File: src/rtl/conv_tile_loader_pkg.sv
// Shared convolution constants: operand geometry, loader FSM encoding and
// the byte-index convention (i = r*edge + c) used to pack tiles and filters.
package conv_tile_loader_pkg;

    localparam int PIX_W = 8;
    localparam int TILE  = 4;
    localparam int K     = 3;
    localparam int NPIX  = TILE * TILE;
    localparam int NWGT  = K * K;

    typedef enum logic [1:0] {
        IDLE = 2'd0,
        FILT = 2'd1,
        PIX  = 2'd2,
        HOLD = 2'd3
    } state_e;

    // Element (r, c) of a square operand with the given edge length.
    function automatic int byte_idx(input int r, input int c, input int edgeLen);
        return r * edgeLen + c;
    endfunction

    // Lowest bit of packed element idx.
    function automatic int byte_lsb(input int idx);
        return idx * PIX_W;
    endfunction

endpackage

File: src/rtl/conv_tile_loader.sv
// Byte-serial loader: stages 9 filter weights and writes 16 pixels, then
// presents DATA/FILTER to the convolution engine with a valid/ready handshake.
module conv_tile_loader
    import conv_tile_loader_pkg::*;
(
    input  logic                    clk,
    input  logic                    rst,
    input  logic                    in_valid,
    output logic                    in_ready,
    input  logic [PIX_W-1:0]        in_data,
    input  logic                    in_filt,
    output logic                    out_valid,
    input  logic                    out_ready,
    output logic [NPIX*PIX_W-1:0]   DATA,
    output logic [NWGT*PIX_W-1:0]   FILTER,
    output logic [1:0]              state,
    output logic                    err,
    output logic [7:0]              err_cnt
);

    state_e                  state_q, state_d;
    logic [3:0]              fcnt_q, fcnt_d;
    logic [3:0]              pcnt_q, pcnt_d;
    logic [NWGT*PIX_W-1:0]   stage_q, stage_d;
    logic [NWGT*PIX_W-1:0]   filter_q, filter_d;
    logic [NPIX*PIX_W-1:0]   data_q, data_d;
    logic                    filt_ok_q, filt_ok_d;
    logic                    err_q, err_d;
    logic [7:0]              err_cnt_q, err_cnt_d;
    logic                    accept;
    logic                    proto_err;

    always_ff @(posedge clk) begin
        if (rst) begin
            state_q   <= IDLE;
            fcnt_q    <= '0;
            pcnt_q    <= '0;
            stage_q   <= '0;
            filter_q  <= '0;
            data_q    <= '0;
            filt_ok_q <= 1'b0;
            err_q     <= 1'b0;
            err_cnt_q <= '0;
        end else begin
            state_q   <= state_d;
            fcnt_q    <= fcnt_d;
            pcnt_q    <= pcnt_d;
            stage_q   <= stage_d;
            filter_q  <= filter_d;
            data_q    <= data_d;
            filt_ok_q <= filt_ok_d;
            err_q     <= err_d;
            err_cnt_q <= err_cnt_d;
        end
    end

    always_comb begin
        state_d   = state_q;
        fcnt_d    = fcnt_q;
        pcnt_d    = pcnt_q;
        stage_d   = stage_q;
        filter_d  = filter_q;
        data_d    = data_q;
        filt_ok_d = filt_ok_q;
        err_d     = 1'b0;
        err_cnt_d = err_cnt_q;
        proto_err = 1'b0;
        accept    = in_valid && (state_q != HOLD);

        case (state_q)
            IDLE: if (accept) begin
                if (in_filt) begin
                    stage_d[byte_lsb(0) +: PIX_W] = in_data;
                    fcnt_d  = 4'd1;
                    state_d = FILT;
                end else if (filt_ok_q) begin
                    data_d[byte_lsb(0) +: PIX_W] = in_data;
                    pcnt_d  = 4'd1;
                    state_d = PIX;
                end else begin
                    proto_err = 1'b1;
                end
            end
            FILT: if (accept) begin
                if (in_filt) begin
                    for (int j = 1; j < NWGT; j++)
                        if (fcnt_q == 4'(j)) stage_d[byte_lsb(j) +: PIX_W] = in_data;
                    // The 9th weight lands in the same cycle it is committed.
                    if (fcnt_q == 4'(NWGT - 1)) begin
                        filter_d  = stage_d;
                        filt_ok_d = 1'b1;
                        fcnt_d    = '0;
                        state_d   = IDLE;
                    end else begin
                        fcnt_d = fcnt_q + 4'd1;
                    end
                end else begin
                    proto_err = 1'b1;
                end
            end
            PIX: if (accept) begin
                if (!in_filt) begin
                    for (int i = 1; i < NPIX; i++)
                        if (pcnt_q == 4'(i)) data_d[byte_lsb(i) +: PIX_W] = in_data;
                    if (pcnt_q == 4'(NPIX - 1)) begin
                        pcnt_d  = '0;
                        state_d = HOLD;
                    end else begin
                        pcnt_d = pcnt_q + 4'd1;
                    end
                end else begin
                    proto_err = 1'b1;
                end
            end
            HOLD: if (out_ready) state_d = IDLE;
            default: state_d = IDLE;
        endcase

        // Offending byte is dropped; any partial frame is abandoned.
        if (proto_err) begin
            state_d = IDLE;
            fcnt_d  = '0;
            pcnt_d  = '0;
            err_d   = 1'b1;
            if (err_cnt_q != 8'hFF) err_cnt_d = err_cnt_q + 8'd1;
        end
    end

    assign in_ready  = (state_q != HOLD);
    assign out_valid = (state_q == HOLD);
    assign DATA      = data_q;
    assign FILTER    = filter_q;
    assign state     = state_q;
    assign err       = err_q;
    assign err_cnt   = err_cnt_q;

endmodule

File: config.mk
export PLATFORM = sky130hd
export DESIGN_NAME = conv_tile_loader
export DESIGN_NICKNAME = d
export VERILOG_FILES = /design/src/rtl/conv_tile_loader_pkg.sv /design/src/rtl/conv_tile_loader.sv
export SDC_FILE = /design/constraint.sdc
export NUM_CORES = 1
export LEC_CHECK = 0
export BUFFER_PORTS_ARGS = -buffer_cell sky130_fd_sc_hd__buf_2
export CORE_MARGIN = 5
export CORE_UTILIZATION = 25
export DETAILED_ROUTE_END_ITERATION = 8
export PLACE_DENSITY = 0.45
export SLEW_MARGIN = 20
export SYNTH_ARGS = -nofsm -noshare
export SYNTH_HDL_FRONTEND = slang
export SYNTH_SLANG_ARGS = --single-unit
File: constraint.sdc
create_clock -name clk -period 4.6 [get_ports clk]
set_clock_uncertainty 0.1 [all_clocks]
set_input_delay 0.23 -clock clk [delete_from_list [all_inputs] [get_ports clk]]
set_output_delay 0.23 -clock clk [all_outputs]
set_load 0.02 [all_outputs]
==> impl_metrics.toml <==
[route]
drc = 0
dr.pass1.iters = 4
antenna_left = 0
drt-initial-drc-count = 579
dr_total_vias = 9901
wl_per_cell_um = 18.69
routed_wirelength_um = 39790
via_per_inst = 4.651

[worst_setup_path]
worstPathMaxFanout = 96
cp_slowest_stage_delay_ns = 0.74
critPathKind = "reg2reg"
worst_setup_path_start_kind = "flip-flop"
reg2regPathDepth = 7
rrSetupSlack_ns = 1.75
cpLargestDelayFamily = "simple AND/OR/NAND/NOR gates"
rr_endpoint = "FILTER[58]"
slowest_stage = "buf_4"
r2r_start = "state[0]"
cp.arrival_ns = 3.18
crit_path_end_kind = "flip-flop"
critical_path_buf_inv_count = 1
cp_cell_sequence = "ha_1 > nor2b_1 > nand3_4 > nor2_4 > buf_4 > nor2_1 > a311oi_1"
required_ns = 4.93
path_depth = 7

[clock_network]
clock-root-buffer = "clkbuf_16"
cts_buffer_depth = 3
path_clk_slew_ns = 0.06
clock_sinks = 284
numCtsBuffers = 35
cts_tree = "yes"
clock_latency_ns = 0.53
cts_resized = 0
h-tree-depth = 2

[logic_synthesis]
synthTopCellsByArea = "dfxtp_1 (50%), mux2i_1 (7.9%), nand2_1 (7.5%)"
seq_area_frac_synth_pct = 49.61
netlist_area_mm2 = 0.01146
async_flop_share_pct = 0
post-synth-top-count-cell = "dfxtp_1"
ys.flop_type = "dfxtp_1"
synthTopCellsByCount = "dfxtp_1 (284), nand2_1 (228), a21oi_1 (153)"
synth_fp_nets = 1376
synth_top_area_share_pct = 49.61
synth_seq_cells = 284
synth_cell_types = 45
synth_warnings = 0
yosys.area.top_type = "dfxtp_1"
syn_area_per_cell_um2 = 8.515
syn_inst = 1346
synth_edf_count = 0

[global_route]
grt_pass1_wl_um = 59520
grt_max_degree = 97
grt_pass1_vias = 9417
antenna_found_initial = 0
overflow = 0
grt_util_all_layers_pct = 15.17

[power_and_ir_drop]
p_leak_nw = 5.402
vdd_ir_drop_max_uv = 231.0
p_total_mw = 5.631
powerDensity_mw_per_mm2 = 397.6

[die]
ioPinCount = 226
dieArea_mm2 = 0.05023
initial_core_util_pct = 25.26
rows = 78
die_w_um = 224.1
core_mm2 = 0.04538
die_h_um = 224.1

[place]
hpwl_um = 25070
place_ws_ns = 1.619
dp.cells = 2068
place_area_mm2 = 0.01295
port_buffers = 225
gp_congestion = 0.7547

[timing]
setup_viol = 0
period_minus_slack_ns = 2.852
rsz0062_at_grt = "no"
maxSlewViolCount = 0
slew_headroom_pct = 27.95
worst_pin_slew_ns = 1.081
finalCritPeriodShare_pct = 62.01
fin_ws_ns = 1.748
hold_viol = 0
hold_ws_ns = 0.08104
setup-tns-final_ns = 0
timing.fmax_mhz = 350.6

[worst_hold_path]
min_delay_path_depth = 3
worstHoldStart = "in_data[6]"
hold_path_class = "in2reg"
min_to = "stage_q[38]"

[final_layout]
drive_gt1_share_pct = 20.60
finish.instance_area_mm2 = 0.01416
utilization_pct = 31.21
fin_cells = 2129
n_antenna_cell = 0
final_nets = 1536
syn_to_final_growth_pct = 23.59
regArea_mm2 = 0.005685
fillers = 4857
multi_input_area_mm2 = 0.005190

[status]
outcome = "finished clean"

[job]
max_cap_viol_count = 0
what timing repair did:
item                                    CTS  global route
endpoints found under the setup margin    0             0
hold buffers                              1             0
setup buffers                             0             0
endpoints found under the hold margin     3             0
worst reg2reg max path, delay by kind of cell, from the launching register on:
kind / cells / cell delay (ns)
AOI/OAI and AO/OA: 1 / 0.29
adders and majority gates: 1 / 0.26
buffers and inverters: 1 / 0.74
DFF: 1 / 0.37
and+or+nand+nor: 4 / 1.02
cell families (layout without fill, tap and decap cells):
| logic type | after synthesis | count (layout) | synth area share (%) |
|---|---|---|---|
| XOR/XNOR | 5 | 5 | 0.3821 |
| buffers and inverters | 134 | 317 | 5.284 |
| AO/OA/AOI/OAI | 265 | 265 | 13.79 |
| flip-flops | 284 | 284 | 49.61 |
| adder cells (fa/ha/maj) | 17 | 17 | 1.856 |
| multiplexers | 90 | 90 | 7.860 |
| AND/OR/NAND/NOR | 551 | 551 | 21.22 |
worst max-delay path by stage:
| stage | endpoint | from |
|---|---|---|
| after floorplan | err_cnt[4] | state[0] |
| after global placement | DATA[73] | state[0] |
| after detailed placement | DATA[73] | state[0] |
| after CTS | DATA[109] | state[0] |
| after global routing | FILTER[38] | state[0] |
| final | FILTER[58] | state[0] |
cell usage in the layout, fill, tap and decap left out, types with 2 or more instances in the layout:
master and n:
bufinv_16 5, xor2_1 4, o2111ai_1 2, a311oi_1 30
a22oi_1 2, and2_1 4, mux2i_1 90, nand3_2 4
nand2b_1 7, o21ai_0 43, or4_1 2, or3_1 2
clkbuf_1 9, ha_1 17, nand3_4 2, buf_4 20
inv_1 11, nor3b_1 2, nor2b_1 10, buf_2 224
nor2b_2 3, nand3_1 130, and3_1 6, nor2_1 139
clkbuf_16 37, nand2_1 228, a21oi_1 153, a311oi_2 2
clkinv_2 3, a211oi_1 25, nand4_1 5, clkbuf_8 6
nor2_4 2, dfxtp_1 284
sequential cells by signal, indices dropped and copies added, names as in the netlist:
signal     flops
fcnt_q         4
state          2
stage_q       64
err            1
DATA         128
err_cnt        8
filt_ok_q      1
pcnt_q         4
FILTER        72
metal layers:
layer	GRT usage (%)	up-vias	part of all wire (%)	routed length, um
met5	0	-	0	0
met4	4.545	0	2.2	863
met3	3.197	45	5.1	2017
met2	24.69	227	46	18450
met1	20.31	4694	46	18450
li1	-	4935	-	-
area by class of cell:
type | count | area share [%]
flip-flops and latches | 284 | 40.14
multi-input cells | 928 | 36.64
repair buffers | 246 | 9.142
well taps | 600 | 5.300
inverters | 11 | 0.2915
clock inverters | 9 | 1.228
clock buffers | 51 | 7.261
where the power goes:
group          switching, mW  internal [mW]  leakage (nW)  total, mW
registers            0.00937           2.47          2.29       2.48
logic                  0.193         0.0564          2.53      0.250
clock network           1.08           1.83         0.589       2.90
No activity file was read; power rests on OpenSTA's default activity.
